===== src/rtl/fetch_unit_pkg.sv =====
// Shared fetch/decode definitions: FSM state encodings and instruction-word constants.
package cpu_defs;

  localparam int OP_W   = 6;
  localparam int INST_W = 32;
  localparam logic [INST_W-1:0] NOP_INST = 32'h0;

  typedef enum logic [2:0] {
    FETCH_IDLE = 3'd0,
    FETCH_REQ  = 3'd1,
    FETCH_WAIT = 3'd2,
    FETCH_HOLD = 3'd3,
    FETCH_DROP = 3'd4
  } fetch_state_e;

endpackage


===== src/rtl/fetch_unit_if.sv =====
// Instruction-memory request/response bus: fetch drives master, memory drives slave.
interface fetch_unit_if #(parameter int ADDR_W = 32);
  import cpu_defs::*;

  logic              imem_req;
  logic [ADDR_W-1:0] imem_addr;
  logic              imem_rvalid;
  logic [INST_W-1:0] imem_rdata;

  modport master (output imem_req, imem_addr, input imem_rvalid, imem_rdata);
  modport slave  (input imem_req, imem_addr, output imem_rvalid, imem_rdata);

endinterface


===== src/rtl/fetch_unit_ifid_reg.sv =====
// IF/ID pipeline register: flush beats load beats consume; otherwise holds (decode stall).
// Latency 1 cycle from load to valid; invalid contents always read as NOP.
module fetch_ifid_reg
  import cpu_defs::*;
#(
  parameter int ADDR_W = 32
) (
  input  logic              clk_i,
  input  logic              rst_i,
  input  logic              flush_i,
  input  logic              load_i,
  input  logic              consume_i,
  input  logic [INST_W-1:0] inst_i,
  input  logic [ADDR_W-1:0] pc4_i,
  output logic              valid_o,
  output logic [INST_W-1:0] inst_o,
  output logic [ADDR_W-1:0] pc4_o
);

  logic              valid_q, valid_d;
  logic [INST_W-1:0] inst_q, inst_d;
  logic [ADDR_W-1:0] pc4_q, pc4_d;

  always_comb begin
    valid_d = valid_q;
    inst_d  = inst_q;
    pc4_d   = pc4_q;
    if (flush_i) begin
      valid_d = 1'b0;
      inst_d  = NOP_INST;
      pc4_d   = '0;
    end else if (load_i) begin
      valid_d = 1'b1;
      inst_d  = inst_i;
      pc4_d   = pc4_i;
    end else if (consume_i) begin
      valid_d = 1'b0;
      inst_d  = NOP_INST;
      pc4_d   = '0;
    end
  end

  always_ff @(posedge clk_i or posedge rst_i) begin
    if (rst_i) begin
      valid_q <= 1'b0;
      inst_q  <= NOP_INST;
      pc4_q   <= '0;
    end else begin
      valid_q <= valid_d;
      inst_q  <= inst_d;
      pc4_q   <= pc4_d;
    end
  end

  assign valid_o = valid_q;
  assign inst_o  = inst_q;
  assign pc4_o   = pc4_q;

endmodule


===== src/rtl/fetch_unit.sv =====
// Fetch stage + IF/ID: one outstanding imem request, memory latency + 1 to IF/ID, decode stall parks word in HOLD.
// Optional FETCH_PERF_EN adds fetch/stall performance counters.
module fetch_unit
  import cpu_defs::*;
#(
  parameter int                ADDR_W   = 32,
  parameter logic [ADDR_W-1:0] RESET_PC = '0
) (
  input  logic              clk_i,
  input  logic              rst_i,
  input  logic              start_i,
  fetch_unit_if.master      imem,
  input  logic              redirect_i,
  input  logic [ADDR_W-1:0] redirect_pc_i,
  input  logic              id_ready_i,
  output logic              id_valid_o,
  output logic [INST_W-1:0] id_inst_o,
  output logic [OP_W-1:0]   id_op_o,
  output logic [ADDR_W-1:0] id_pc4_o
`ifdef FETCH_PERF_EN
  ,
  output logic [31:0]       perf_fetch_cnt_o,
  output logic [31:0]       perf_stall_cnt_o
`endif
);

  localparam logic [ADDR_W-1:0] ALIGN_MASK  = ~ADDR_W'(3);
  localparam logic [ADDR_W-1:0] RESET_PC_AL = RESET_PC & ALIGN_MASK;

  fetch_state_e      state_q, state_d;
  logic [ADDR_W-1:0] pc_q, pc_d, pc_plus4, redir_pc;
  logic [INST_W-1:0] hold_q, hold_d, load_inst;
  logic              slot_free, load, req;

  assign pc_plus4  = pc_q + ADDR_W'(4);
  assign redir_pc  = redirect_pc_i & ALIGN_MASK;
  assign slot_free = !id_valid_o | id_ready_i;

  always_comb begin
    state_d   = state_q;
    pc_d      = pc_q;
    hold_d    = hold_q;
    load      = 1'b0;
    load_inst = hold_q;
    req       = 1'b0;
    unique case (state_q)
      FETCH_IDLE: if (start_i) state_d = FETCH_REQ;
      FETCH_REQ: begin
        req     = 1'b1;
        state_d = FETCH_WAIT;
      end
      FETCH_WAIT: begin
        if (imem.imem_rvalid) begin
          if (slot_free) begin
            load      = 1'b1;
            load_inst = imem.imem_rdata;
            pc_d      = pc_plus4;
            state_d   = FETCH_REQ;
          end else begin
            hold_d  = imem.imem_rdata;
            state_d = FETCH_HOLD;
          end
        end
      end
      FETCH_HOLD: begin
        if (slot_free) begin
          load    = 1'b1;
          pc_d    = pc_plus4;
          state_d = FETCH_REQ;
        end
      end
      FETCH_DROP: if (imem.imem_rvalid) state_d = FETCH_REQ;
      default: state_d = FETCH_IDLE;
    endcase

    // Redirect wins over capture/stall. A response arriving in the same cycle
    // retires the outstanding request, so DROP is only needed while one is still in flight.
    if (redirect_i) begin
      load = 1'b0;
      pc_d = redir_pc;
      case (state_q)
        FETCH_REQ:  state_d = FETCH_DROP;
        FETCH_WAIT: state_d = imem.imem_rvalid ? FETCH_REQ : FETCH_DROP;
        FETCH_DROP: state_d = imem.imem_rvalid ? FETCH_REQ : FETCH_DROP;
        FETCH_HOLD: state_d = FETCH_REQ;
        default: begin end
      endcase
    end
  end

  always_ff @(posedge clk_i or posedge rst_i) begin
    if (rst_i) begin
      state_q <= FETCH_IDLE;
      pc_q    <= RESET_PC_AL;
      hold_q  <= NOP_INST;
    end else begin
      state_q <= state_d;
      pc_q    <= pc_d;
      hold_q  <= hold_d;
    end
  end

  assign imem.imem_req  = req;
  assign imem.imem_addr = pc_q;

  fetch_ifid_reg #(.ADDR_W(ADDR_W)) u_ifid (
    .clk_i     (clk_i),
    .rst_i     (rst_i),
    .flush_i   (redirect_i),
    .load_i    (load),
    .consume_i (id_valid_o & id_ready_i),
    .inst_i    (load_inst),
    .pc4_i     (pc_plus4),
    .valid_o   (id_valid_o),
    .inst_o    (id_inst_o),
    .pc4_o     (id_pc4_o)
  );

  assign id_op_o = id_inst_o[INST_W-1:INST_W-OP_W];

`ifdef FETCH_PERF_EN
  logic [31:0] fetch_cnt_q, fetch_cnt_d, stall_cnt_q, stall_cnt_d;

  assign fetch_cnt_d = fetch_cnt_q + {31'd0, load};
  assign stall_cnt_d = stall_cnt_q + {31'd0, (state_q == FETCH_HOLD)};

  always_ff @(posedge clk_i or posedge rst_i) begin
    if (rst_i) begin
      fetch_cnt_q <= '0;
      stall_cnt_q <= '0;
    end else begin
      fetch_cnt_q <= fetch_cnt_d;
      stall_cnt_q <= stall_cnt_d;
    end
  end

  assign perf_fetch_cnt_o = fetch_cnt_q;
  assign perf_stall_cnt_o = stall_cnt_q;
`endif

endmodule

===== src/flat_wrapper.sv =====
// flat-port wrapper written by rule: the top's interface ports become plain ports
module fetch_unit_flat import cpu_defs::*;
#(
  parameter int                ADDR_W   = 32,
  parameter logic [ADDR_W-1:0] RESET_PC = '0
)
  (clk_i, rst_i, start_i, redirect_i, redirect_pc_i, id_ready_i, id_valid_o, id_inst_o, id_op_o, id_pc4_o, imem_imem_req, imem_imem_addr, imem_imem_rvalid, imem_imem_rdata);
  fetch_unit_if #(.ADDR_W(ADDR_W)) imem_i ();
  input  logic clk_i;
  input  logic rst_i;
  input  logic start_i;
  input  logic redirect_i;
  input  logic [ADDR_W-1:0] redirect_pc_i;
  input  logic id_ready_i;
  output logic id_valid_o;
  output logic [INST_W-1:0] id_inst_o;
  output logic [OP_W-1:0] id_op_o;
  output logic [ADDR_W-1:0] id_pc4_o;
  output wire logic [$bits(imem_i.imem_req)-1:0] imem_imem_req;
  output wire logic [$bits(imem_i.imem_addr)-1:0] imem_imem_addr;
  input wire logic [$bits(imem_i.imem_rvalid)-1:0] imem_imem_rvalid;
  input wire logic [$bits(imem_i.imem_rdata)-1:0] imem_imem_rdata;
  assign imem_imem_req = imem_i.imem_req;
  assign imem_imem_addr = imem_i.imem_addr;
  assign imem_i.imem_rvalid = imem_imem_rvalid;
  assign imem_i.imem_rdata = imem_imem_rdata;
  fetch_unit #(.ADDR_W(ADDR_W), .RESET_PC(RESET_PC)) u_core (.clk_i(clk_i), .rst_i(rst_i), .start_i(start_i), .imem(imem_i), .redirect_i(redirect_i), .redirect_pc_i(redirect_pc_i), .id_ready_i(id_ready_i), .id_valid_o(id_valid_o), .id_inst_o(id_inst_o), .id_op_o(id_op_o), .id_pc4_o(id_pc4_o));
endmodule

===== config.mk =====
export PLATFORM = sky130hd
export DESIGN_NAME = fetch_unit_flat
export DESIGN_NICKNAME = d
export VERILOG_FILES = /design/src/rtl/fetch_unit_pkg.sv /design/src/rtl/fetch_unit_if.sv /design/src/rtl/fetch_unit_ifid_reg.sv /design/src/rtl/fetch_unit.sv /design/src/flat_wrapper.sv
export SDC_FILE = /design/constraint.sdc
export NUM_CORES = 1
export LEC_CHECK = 0
export ABC_AREA = 1
export BUFFER_PORTS_ARGS = -buffer_cell sky130_fd_sc_hd__buf_2
export CAP_MARGIN = 25
export CELL_PAD_IN_SITES_DETAIL_PLACEMENT = 0
export CELL_PAD_IN_SITES_GLOBAL_PLACEMENT = 1
export CORE_MARGIN = 2
export CORE_UTILIZATION = 35
export DETAILED_ROUTE_END_ITERATION = 12
export GPL_ROUTABILITY_DRIVEN = 0
export PLACE_DENSITY_LB_ADDON = 0.25
export REMOVE_ABC_BUFFERS = 1
export SLEW_MARGIN = 0
export SYNTH_ARGS = -nofsm -noshare
export SYNTH_HDL_FRONTEND = slang
export SYNTH_SLANG_ARGS = --single-unit

===== constraint.sdc =====
create_clock -name clk_i -period 4.54 [get_ports clk_i]
set_clock_uncertainty 0.2 [all_clocks]
set_input_delay 0.454 -clock clk_i [delete_from_list [all_inputs] [get_ports clk_i]]
set_output_delay 0.454 -clock clk_i [all_outputs]
set_load 0.05 [all_outputs]

==> metrics, run 1 <==
status=finished, final reports clean; worst-skew pair later-pin latency=410 ps; Worst EP required=4680 ps; WP data arrival=2690 ps; Hold Crit Start=redirect_pc_i[3]; first-pass GRT wire length=27700 µm; Worst Reg2Reg Path Length in Cells=9; nets=1074; P&R area growth vs syn=25.9%; P_leak=4.26 nW; share of layout cells above drive strength 1=0.217; grt ovf=0; R2R Path Start=u_core.u_ifid.valid_o$_DFFE_PP0P_; initial antenna violation count=1; final setup fails=0; Vias/cell=4.50; async set-reset flop share out of synthesis=1.00; CTS Buf Count=17; synthesis-stage register bit count=129; PwrDens=499 nW/µm²; Synth Area in Compound Gates=0.0657; Synth cell types=29; Synth warnings=0; leading cell types in the layout, fill and taps excluded=354 x nand2_1, 169 x buf_2, 129 x dfrtp_1, 79 x nor2_1, 74 x inv_1; gr usage total=0.179; Critical Path Fanout Max=36; antenna-violating nets left=0; Reg2Reg Setup Slack=1990 ps; hold path depth=3; Top FF cell, synth=dfrtp_1; initial DRC count=275; vias in the first global route=5353; Hold Path Sink=u_core.imem.imem_addr[3]$_DFFE_PP0P_; setup bufs post-CTS=0; Max Root-Sink Buffers=2; Core Box Area=17800 µm²; DIE WIDTH=138 µm; Hold Path Class=input port to flop; max cap viols=0; syn avg cell area=7.43 µm²; height of the die=138 µm; mux cell area share after synthesis=0; Worst-Margin Slew=840 ps; DR WL/cell=13.6 µm; mapped cell area=6290 µm²; IO Port Bufs=169; # resized after CTS=0; CTS root buf=clkbuf_16; Worst slew margin=0.439; row count=49; DRC viols=0; routed wire length=16900 µm; busiest grt layer=met2; slack of the critical path=1990 ps; Final Cell Area=7910 µm²; CTS tree=yes; pin count of the biggest net entering global routing=98; clk sink count=129; Area after DPL=7280 µm²; fin crit share=0.561; most common cell after layout, fill and taps aside=nand2_1; reg2reg end=u_core.u_ifid.pc4_o[19]$_DFFE_PP0P_; met3 Use GR=0.0537; post-synthesis sequential area ratio=0.514; Synth Instances=846; unrepaired setup endpoints after global routing=no; Fin Hold WS=67.9 ps; GR Util met1=0.237; GR Util met2=0.286; post-synthesis simple-gate area fraction=0.331; CP Class=flop to flop; maximum VDD drop=246 µV; Slew Viols, Final=0; Critical Path Sink Type=flop; total negative slack=0 ps; xor and xnor area share after synthesis=0.00697; cts hold-fix bufs=0; post-layout min period=2550 ps; initial core utilization=0.354; I/O Pins=174; vias=5598; dpl ws=1720 ps; post-synthesis adder-cell area fraction=0.00199; largest family of logic cells by synthesized area=simple AND/OR/NAND/NOR gates; Post-DP HPWL=11300 µm; TritonRoute pass-1 iters=5; number of synthesized flops with an enable pin=0; Hold Vio Cnt, Final=0; fmax=393 MHz; Worst setup SP type=flop; clock transition at the registers of the reported paths=60 ps; CTS H-tree lvls=4; die footprint=19000 µm²
-- metal layers --
metal  vias up  share of wire
li1       2916              -
met1      2543           0.48
met2       130           0.46
met3         9          0.059
met4         0         0.0056
met5         -              0
-- critical path, stage by stage, from the launching register on --
cell	delay (ps)
dfrtp_1	360
inv_1	70
nor2_4	160
inv_2	70
nand2_2	350
nand2_2	170
nor2_4	620
buf_12	300
nand2_1	90
nand2_1	70
-- synthesized netlist by cell type, types with 3 or more instances --
cell,instances,area (µm²)
inv_1,75,282
o21ai_1,32,160
or2_2,3,18.8
clkbuf_1,7,26.3
o21bai_1,6,45.0
nor2_1,79,297
nor2_4,3,33.8
xnor2_1,4,35.0
nand2_1,355,1330
dfrtp_1,129,3230
buf_4,9,67.6
nand3_1,66,330
o21ai_0,35,175
buf_2,24,120
-- how the worst max path moves through the flow --
stage | from | endpoint | depth (start not counted)
finish | u_core.u_ifid.valid_o$_DFFE_PP0P_ | u_core.u_ifid.pc4_o[19]$_DFFE_PP0P_ | 9
global route | u_core.u_ifid.valid_o$_DFFE_PP0P_ | u_core.u_ifid.pc4_o[28]$_DFFE_PP0P_ | 9
CTS | u_core.u_ifid.valid_o$_DFFE_PP0P_ | u_core.u_ifid.inst_o[12]$_DFFE_PP0P_ | 9
detailed placement | id_ready_i | u_core.u_ifid.inst_o[12]$_DFFE_PP0P_ | 9
global placement | id_ready_i | u_core.u_ifid.inst_o[25]$_DFFE_PP0P_ | 9
floorplan | rst_i | u_core.hold_q[0]$_DFFE_PP0P_ | 1
-- where the power goes --
group | total [mW] | leakage (nW) | switching [mW] | internal, mW
Combinational | 1.11 | 2.25 | 0.821 | 0.288
Sequential | 1.48 | 1.72 | 0.153 | 1.32
Clock | 1.36 | 0.278 | 0.511 | 0.854
-- kinds of logic after synthesis --
| kind of cell | Yosys count |
|---|---|
| and+or+nand+nor | 514 |
| DFF | 129 |
| buffers and inverters | 118 |
| AOI/OAI and AO/OA | 78 |
| xor gates and xnor gates | 5 |
| adders and majority gates | 1 |
| other | 1 |
-- through the flow --
stage,cells,utilization,total power [mW]
floorplan,807,-,2.28
global placement,1210,0.409,2.60
detailed placement,1210,0.409,2.61
CTS,1241,0.442,4.00
global route,1244,0.445,4.17
finish,1245,0.445,3.95
-- sequential cells by signal (all words and copies together), names as in the netlist --
register               flops
u_core.state_q             3
u_core.u_ifid.inst_o      32
u_core.hold_q             32
u_core.u_ifid.pc4_o       31
u_core.imem.imem_addr     30
u_core.u_ifid.valid_o      1
-- cell type report --
type                    count  area (µm²)
well taps                 229         287
diodes                      1        2.50
clock buffers              19         433
fillers                  1881        9870
clock inverters            12         143
multi-input cells         600        2560
inverters                  78         298
flip-flops and latches    129        3230
repair buffers            177         966
Power figures use the tool's default switching activity.
==> run 2: changes to the inputs <==
--- a/config.mk
+++ b/config.mk
@@ -11,7 +11,7 @@
 export CELL_PAD_IN_SITES_DETAIL_PLACEMENT = 0
 export CELL_PAD_IN_SITES_GLOBAL_PLACEMENT = 1
 export CORE_MARGIN = 2
-export CORE_UTILIZATION = 35
+export CORE_UTILIZATION = 34
 export DETAILED_ROUTE_END_ITERATION = 12
 export GPL_ROUTABILITY_DRIVEN = 0
 export PLACE_DENSITY_LB_ADDON = 0.25
==> constraint.sdc (replaced) <==
create_clock -name clk_i -period 2.15 [get_ports clk_i]
set_clock_uncertainty 0.2 [all_clocks]
set_input_delay 0.215 -clock clk_i [delete_from_list [all_inputs] [get_ports clk_i]]
set_output_delay 0.215 -clock clk_i [all_outputs]
set_load 0.05 [all_outputs]
==> run 2 against run 1 <==
Against the previous run: sequential power is 110% higher; die area is 2.9% higher; core utilization up 3.9 points; clock power increased by 130%; setup slack got worse by 1800 ps; cell count increased by 5.9%; wire length up 4.4%; count of clock-buffer cells in the layout rose by 1; global-route usage up 0.43 points; sequential share of layout area fell by 3.8 points; highest routed layer is now met5.
==> metrics, run 2 (synthesis gave the netlist of run 1 again) <==
Worst EP required=1740 ps; CTS root buf=clkbuf_16; total negative slack=0 ps; slack of the critical path=229 ps; reg2reg end=u_core.imem.imem_addr[24]$_DFFE_PP0P_; I/O Pins=174; switch share=0.367; unrepaired setup endpoints after global routing=no; final setup fails=0; nets=1147; vias in the first global route=5698; Critical Path Fanout Max=4; Hold Path Class=input port to flop; Comb power frac=0.285; CTS tree=yes; routed wire length=17700 µm; max cap viols=0; die footprint=19600 µm²; DR WL/cell=13.4 µm; gr usage total=0.183; Reg power frac=0.357; Hold Crit Start=redirect_i; status=finished, final reports clean; final core occ=0.484; DIE WIDTH=140 µm; fill cell count=1814; WP data arrival=1510 ps; fmax=520 MHz; row count=49; Hold Path Sink=u_core.imem.imem_addr[15]$_DFFE_PP0P_; share of layout cells above drive strength 1=0.213; Worst setup SP type=flop; TritonRoute pass-1 iters=4; CTS H-tree lvls=4; Slew Viols, Final=0; post-layout min period=1920 ps; first-pass GRT wire length=28600 µm; most common cell after layout, fill and taps aside=nand2_1; Core Box Area=18000 µm²; Non-Filler Instances=1319; P&R area growth vs syn=38.8%; cell-internal power=5.52 mW; dpl ws=104 ps; initial antenna violation count=2; placed cell count=1220; worst-skew pair later-pin latency=410 ps; IO Port Bufs=169; clk sink count=129; height of the die=140 µm; fin crit share=0.894; maximum VDD drop=525 µV; clock transition at the registers of the reported paths=60 ps; PwrDens=1000 nW/µm²; Net Sw Power=3.20 mW; Max Root-Sink Buffers=2; hold path depth=5; R2R Path Start=u_core.imem.imem_addr[3]$_DFFE_PP0P_; P_leak=4.60 nW; clock power share=0.359; initial core utilization=0.349; grt ovf=0; CTS Buf Count=17; Critical Path Sink Type=output pin; vias=5937; pin count of the biggest net entering global routing=65; CP Class=flop to output pin; Worst Reg2Reg Path Length in Cells=8; leading cell types in the layout, fill and taps excluded=354 x nand2_1, 169 x buf_2, 129 x dfrtp_1, 77 x nor2_1, 74 x inv_1; Post-DP HPWL=12000 µm; Hold Vio Cnt, Final=0; initial DRC count=219; antenna-violating nets left=0; Vias/cell=4.50; Reg2Reg Setup Slack=320 ps; DRC viols=0
==> run 2: routing by layer <==
metal,up-vias,wire (µm),track usage
li1,3076,-,-
met1,2684,8080,0.236
met2,154,8210,0.294
met3,21,1000,0.0506
met4,2,356,0.0695
met5,-,13,0
==> run 2: worst max path at each step <==
stage | startpoint | end | depth (start not counted)
after detailed placement | u_core.imem.imem_addr[3]$_DFFE_PP0P_ | u_core.u_ifid.pc4_o[26]$_DFFE_PP0P_ | 8
final | u_core.state_q[2]$_DFF_PP0_ | imem_imem_req | 4
after global placement | u_core.imem.imem_addr[3]$_DFFE_PP0P_ | u_core.u_ifid.pc4_o[26]$_DFFE_PP0P_ | 8
after floorplan | rst_i | u_core.hold_q[0]$_DFFE_PP0P_ | 1
after global routing | u_core.imem.imem_addr[3]$_DFFE_PP0P_ | u_core.u_ifid.pc4_o[30]$_DFFE_PP0P_ | 8
after CTS | u_core.imem.imem_addr[3]$_DFFE_PP0P_ | u_core.u_ifid.pc4_o[26]$_DFFE_PP0P_ | 8
==> run 2: cell type report <==
class                      instances  area [µm²]  share of cell area
clock buffer                      20         457              0.0524
sequential                       129        3230               0.370
tap                              229         287              0.0329
timing repair buffer             250        1710               0.196
antenna                            1        2.50            0.000287
multi-input combinational        600        2560               0.294
clock inverter                    12         181              0.0208
inverter                          78         298              0.0341
==> run 2: worst max-delay path: stages (launching register included) <==
cell     delay [ps]
dfrtp_1         410
inv_1           110
nand2_1          80
nor2_1          190
buf_2           310
==> run 2: power groups by stage <==
| stage | Sequential [mW] | Combinational [mW] | Clock (mW) |
|---|---|---|---|
| after floorplan | 3.87 | 0.953 | 0 |
| final | 3.11 | 2.49 | 3.13 |
| after global placement | 3.15 | 2.41 | 0 |
| after global routing | 3.17 | 2.73 | 3.31 |
| after CTS | 3.11 | 2.53 | 3.21 |
| after detailed placement | 3.15 | 2.43 | 0 |
==> run 2: through the flow <==
stage	instance area, µm²	power, mW	hold slack, ps
floorplan	6080	4.82	78.1
global placement	7420	5.56	67.3
detailed placement	7420	5.58	71.2
CTS	8710	8.85	26.4
global route	8720	9.21	61.9
finish	8720	8.73	38.0
==> run 2: timing repair <==
action | in CTS | in global routing
endpoints found under the hold margin | 150 | 0
hold buffers | 66 | 0
setup endpoints to repair | 0 | 12
buffers inserted | 0 | 0
gates resized for setup | 0 | 2
==> run 3: changes to the inputs <==
--- a/config.mk
+++ b/config.mk
@@ -14,6 +14,7 @@
 export CORE_UTILIZATION = 34
 export DETAILED_ROUTE_END_ITERATION = 12
 export GPL_ROUTABILITY_DRIVEN = 0
+export MAX_ROUTING_LAYER = met4
 export PLACE_DENSITY_LB_ADDON = 0.25
 export REMOVE_ABC_BUFFERS = 1
 export SLEW_MARGIN = 0
==> run 3 against run 2 <==
Against the previous run: power about the same; global-route usage up 0.53 points; sequential cell count unchanged; critical endpoint unchanged; final area about the same; setup slack worse by 2.7 ps; first-iteration DRC count up 0.46%; wire length down 0.17%; non-clock buffer count unchanged; fmax down 0.14%; cell count about the same; core utilization about the same.
==> metrics, run 3 (synthesis gave the netlist of run 1 again) <==
CP peak stage delay=410 ps; vias=5933; Final Cell Area=8720 µm²; Hold Path Sink=u_core.imem.imem_addr[15]$_DFFE_PP0P_; worst setup path startpoint=u_core.state_q[2]$_DFF_PP0_; P_leak=4.60 nW; Area after DPL=7420 µm²; pin count of the biggest net entering global routing=65; initial DRC count=220; Vias/cell=4.49; die footprint=19600 µm²; clk sink count=129; slowest stage cell, crit path=dfrtp_1; gr usage total=0.188; final core occ=0.484; TritonRoute pass-1 iters=4; setup bufs post-CTS=0; antenna-violating nets left=0; Post-DP HPWL=12000 µm; maximum VDD drop=530 µV; CTS root buf=clkbuf_16; IO Port Bufs=169; initial antenna violation count=2; most common cell after layout, fill and taps aside=nand2_1; P&R area growth vs syn=38.8%; Reg power frac=0.357; switch share=0.367; clock power share=0.359; worst-skew pair later-pin latency=410 ps; Hold Vio Cnt, Final=0; DRC viols=0; Max Root-Sink Buffers=2; CP Class=flop to output pin; Fin Hold WS=37.5 ps; Comb power frac=0.285; fmax=520 MHz; Hold Crit Start=redirect_i; share of layout cells above drive strength 1=0.213; max cap viols=0; height of the die=140 µm; DR WL/cell=13.4 µm; nets=1147; WP data arrival=1510 ps; R2R Path Start=u_core.imem.imem_addr[3]$_DFFE_PP0P_; first-pass GRT wire length=28600 µm; Worst setup SP type=flop; Critical Path Sink Type=output pin; leading cell types in the layout, fill and taps excluded=354 x nand2_1, 169 x buf_2, 129 x dfrtp_1, 77 x nor2_1, 74 x inv_1; Reg2Reg Setup Slack=320 ps; CTS tree=yes; reg2reg end=u_core.imem.imem_addr[24]$_DFFE_PP0P_; row count=49; clock transition at the registers of the reported paths=60 ps; grt ovf=0; Net Sw Power=3.21 mW; I/O Pins=174; post-layout min period=1920 ps; status=finished, final reports clean; hold path depth=5; initial core utilization=0.349; CTS H-tree lvls=4; Core Box Area=18000 µm²; CTS Buf Count=17; final setup fails=0; Slew Viols, Final=0; vias in the first global route=5705; DIE WIDTH=140 µm; Hold Path Class=input port to flop; cell-internal power=5.52 mW; Worst EP required=1740 ps; fin crit share=0.895; Worst Reg2Reg Path Length in Cells=8; critical-path cell list=inv_1 > nand2_1 > nor2_1 > buf_2; routed wire length=17600 µm; PwrDens=1000 nW/µm²; unrepaired setup endpoints after global routing=no; Critical Path Fanout Max=4
==> run 3: cell type report <==
type | instances | area (µm²)
tap | 229 | 287
inverter | 78 | 298
multi-input combinational | 600 | 2560
fill | 1815 | 9300
sequential | 129 | 3230
clock inverter | 12 | 181
antenna | 2 | 5.00
clock buffer | 20 | 457
timing repair buffer | 250 | 1710
==> run 3: power by group through the flow <==
stage | logic [mW] | clock network [mW] | registers [mW]
floorplan | 0.953 | 0 | 3.87
global placement | 2.41 | 0 | 3.15
detailed placement | 2.43 | 0 | 3.15
CTS | 2.53 | 3.21 | 3.11
global route | 2.73 | 3.31 | 3.17
finish | 2.49 | 3.13 | 3.11
==> run 3: repair_timing <==
action,CTS,global route
resized for setup,0,2
hold buffers,66,0
endpoints found under the hold margin,150,0
endpoints found under the setup margin,0,12
==> run 3: routing by layer <==
layer	global-route usage	routed length, µm	vias to the layer above
li1	-	-	3080
met1	0.237	8130	2678
met2	0.294	8100	147
met3	0.0485	975	28
met4	0.0695	425	0
met5	-	0	-
==> run 3: stage by stage <==
stage                     instances  setup TNS (ps)  total power [mW]  setup WS [ps]
after detailed placement       1220               0              5.58            104
after global placement         1220               0              5.56            146
after global routing           1320               0              9.21           79.1
final                          1320               0              8.73            226
after CTS                      1318               0              8.85           94.1
after floorplan                 807         -250240              4.82          -1710
==> run 3: how the worst max path moves through the flow <==
stage	endpoint	slack (ps)
3_5_place_dp	u_core.u_ifid.pc4_o[26]$_DFFE_PP0P_	100
4_1_cts	u_core.u_ifid.pc4_o[26]$_DFFE_PP0P_	90
3_3_place_gp	u_core.u_ifid.pc4_o[26]$_DFFE_PP0P_	150
2_1_floorplan	u_core.hold_q[0]$_DFFE_PP0P_	-1710
6_report	imem_imem_req	230
5_1_grt	u_core.u_ifid.pc4_o[30]$_DFFE_PP0P_	80
==> run 3: worst max-delay path: cells and delay by family, from the launching register on <==
family | cells | cell delay, ps
buffers and inverters | 2 | 420
flip-flops | 1 | 410
AND/OR/NAND/NOR | 2 | 270
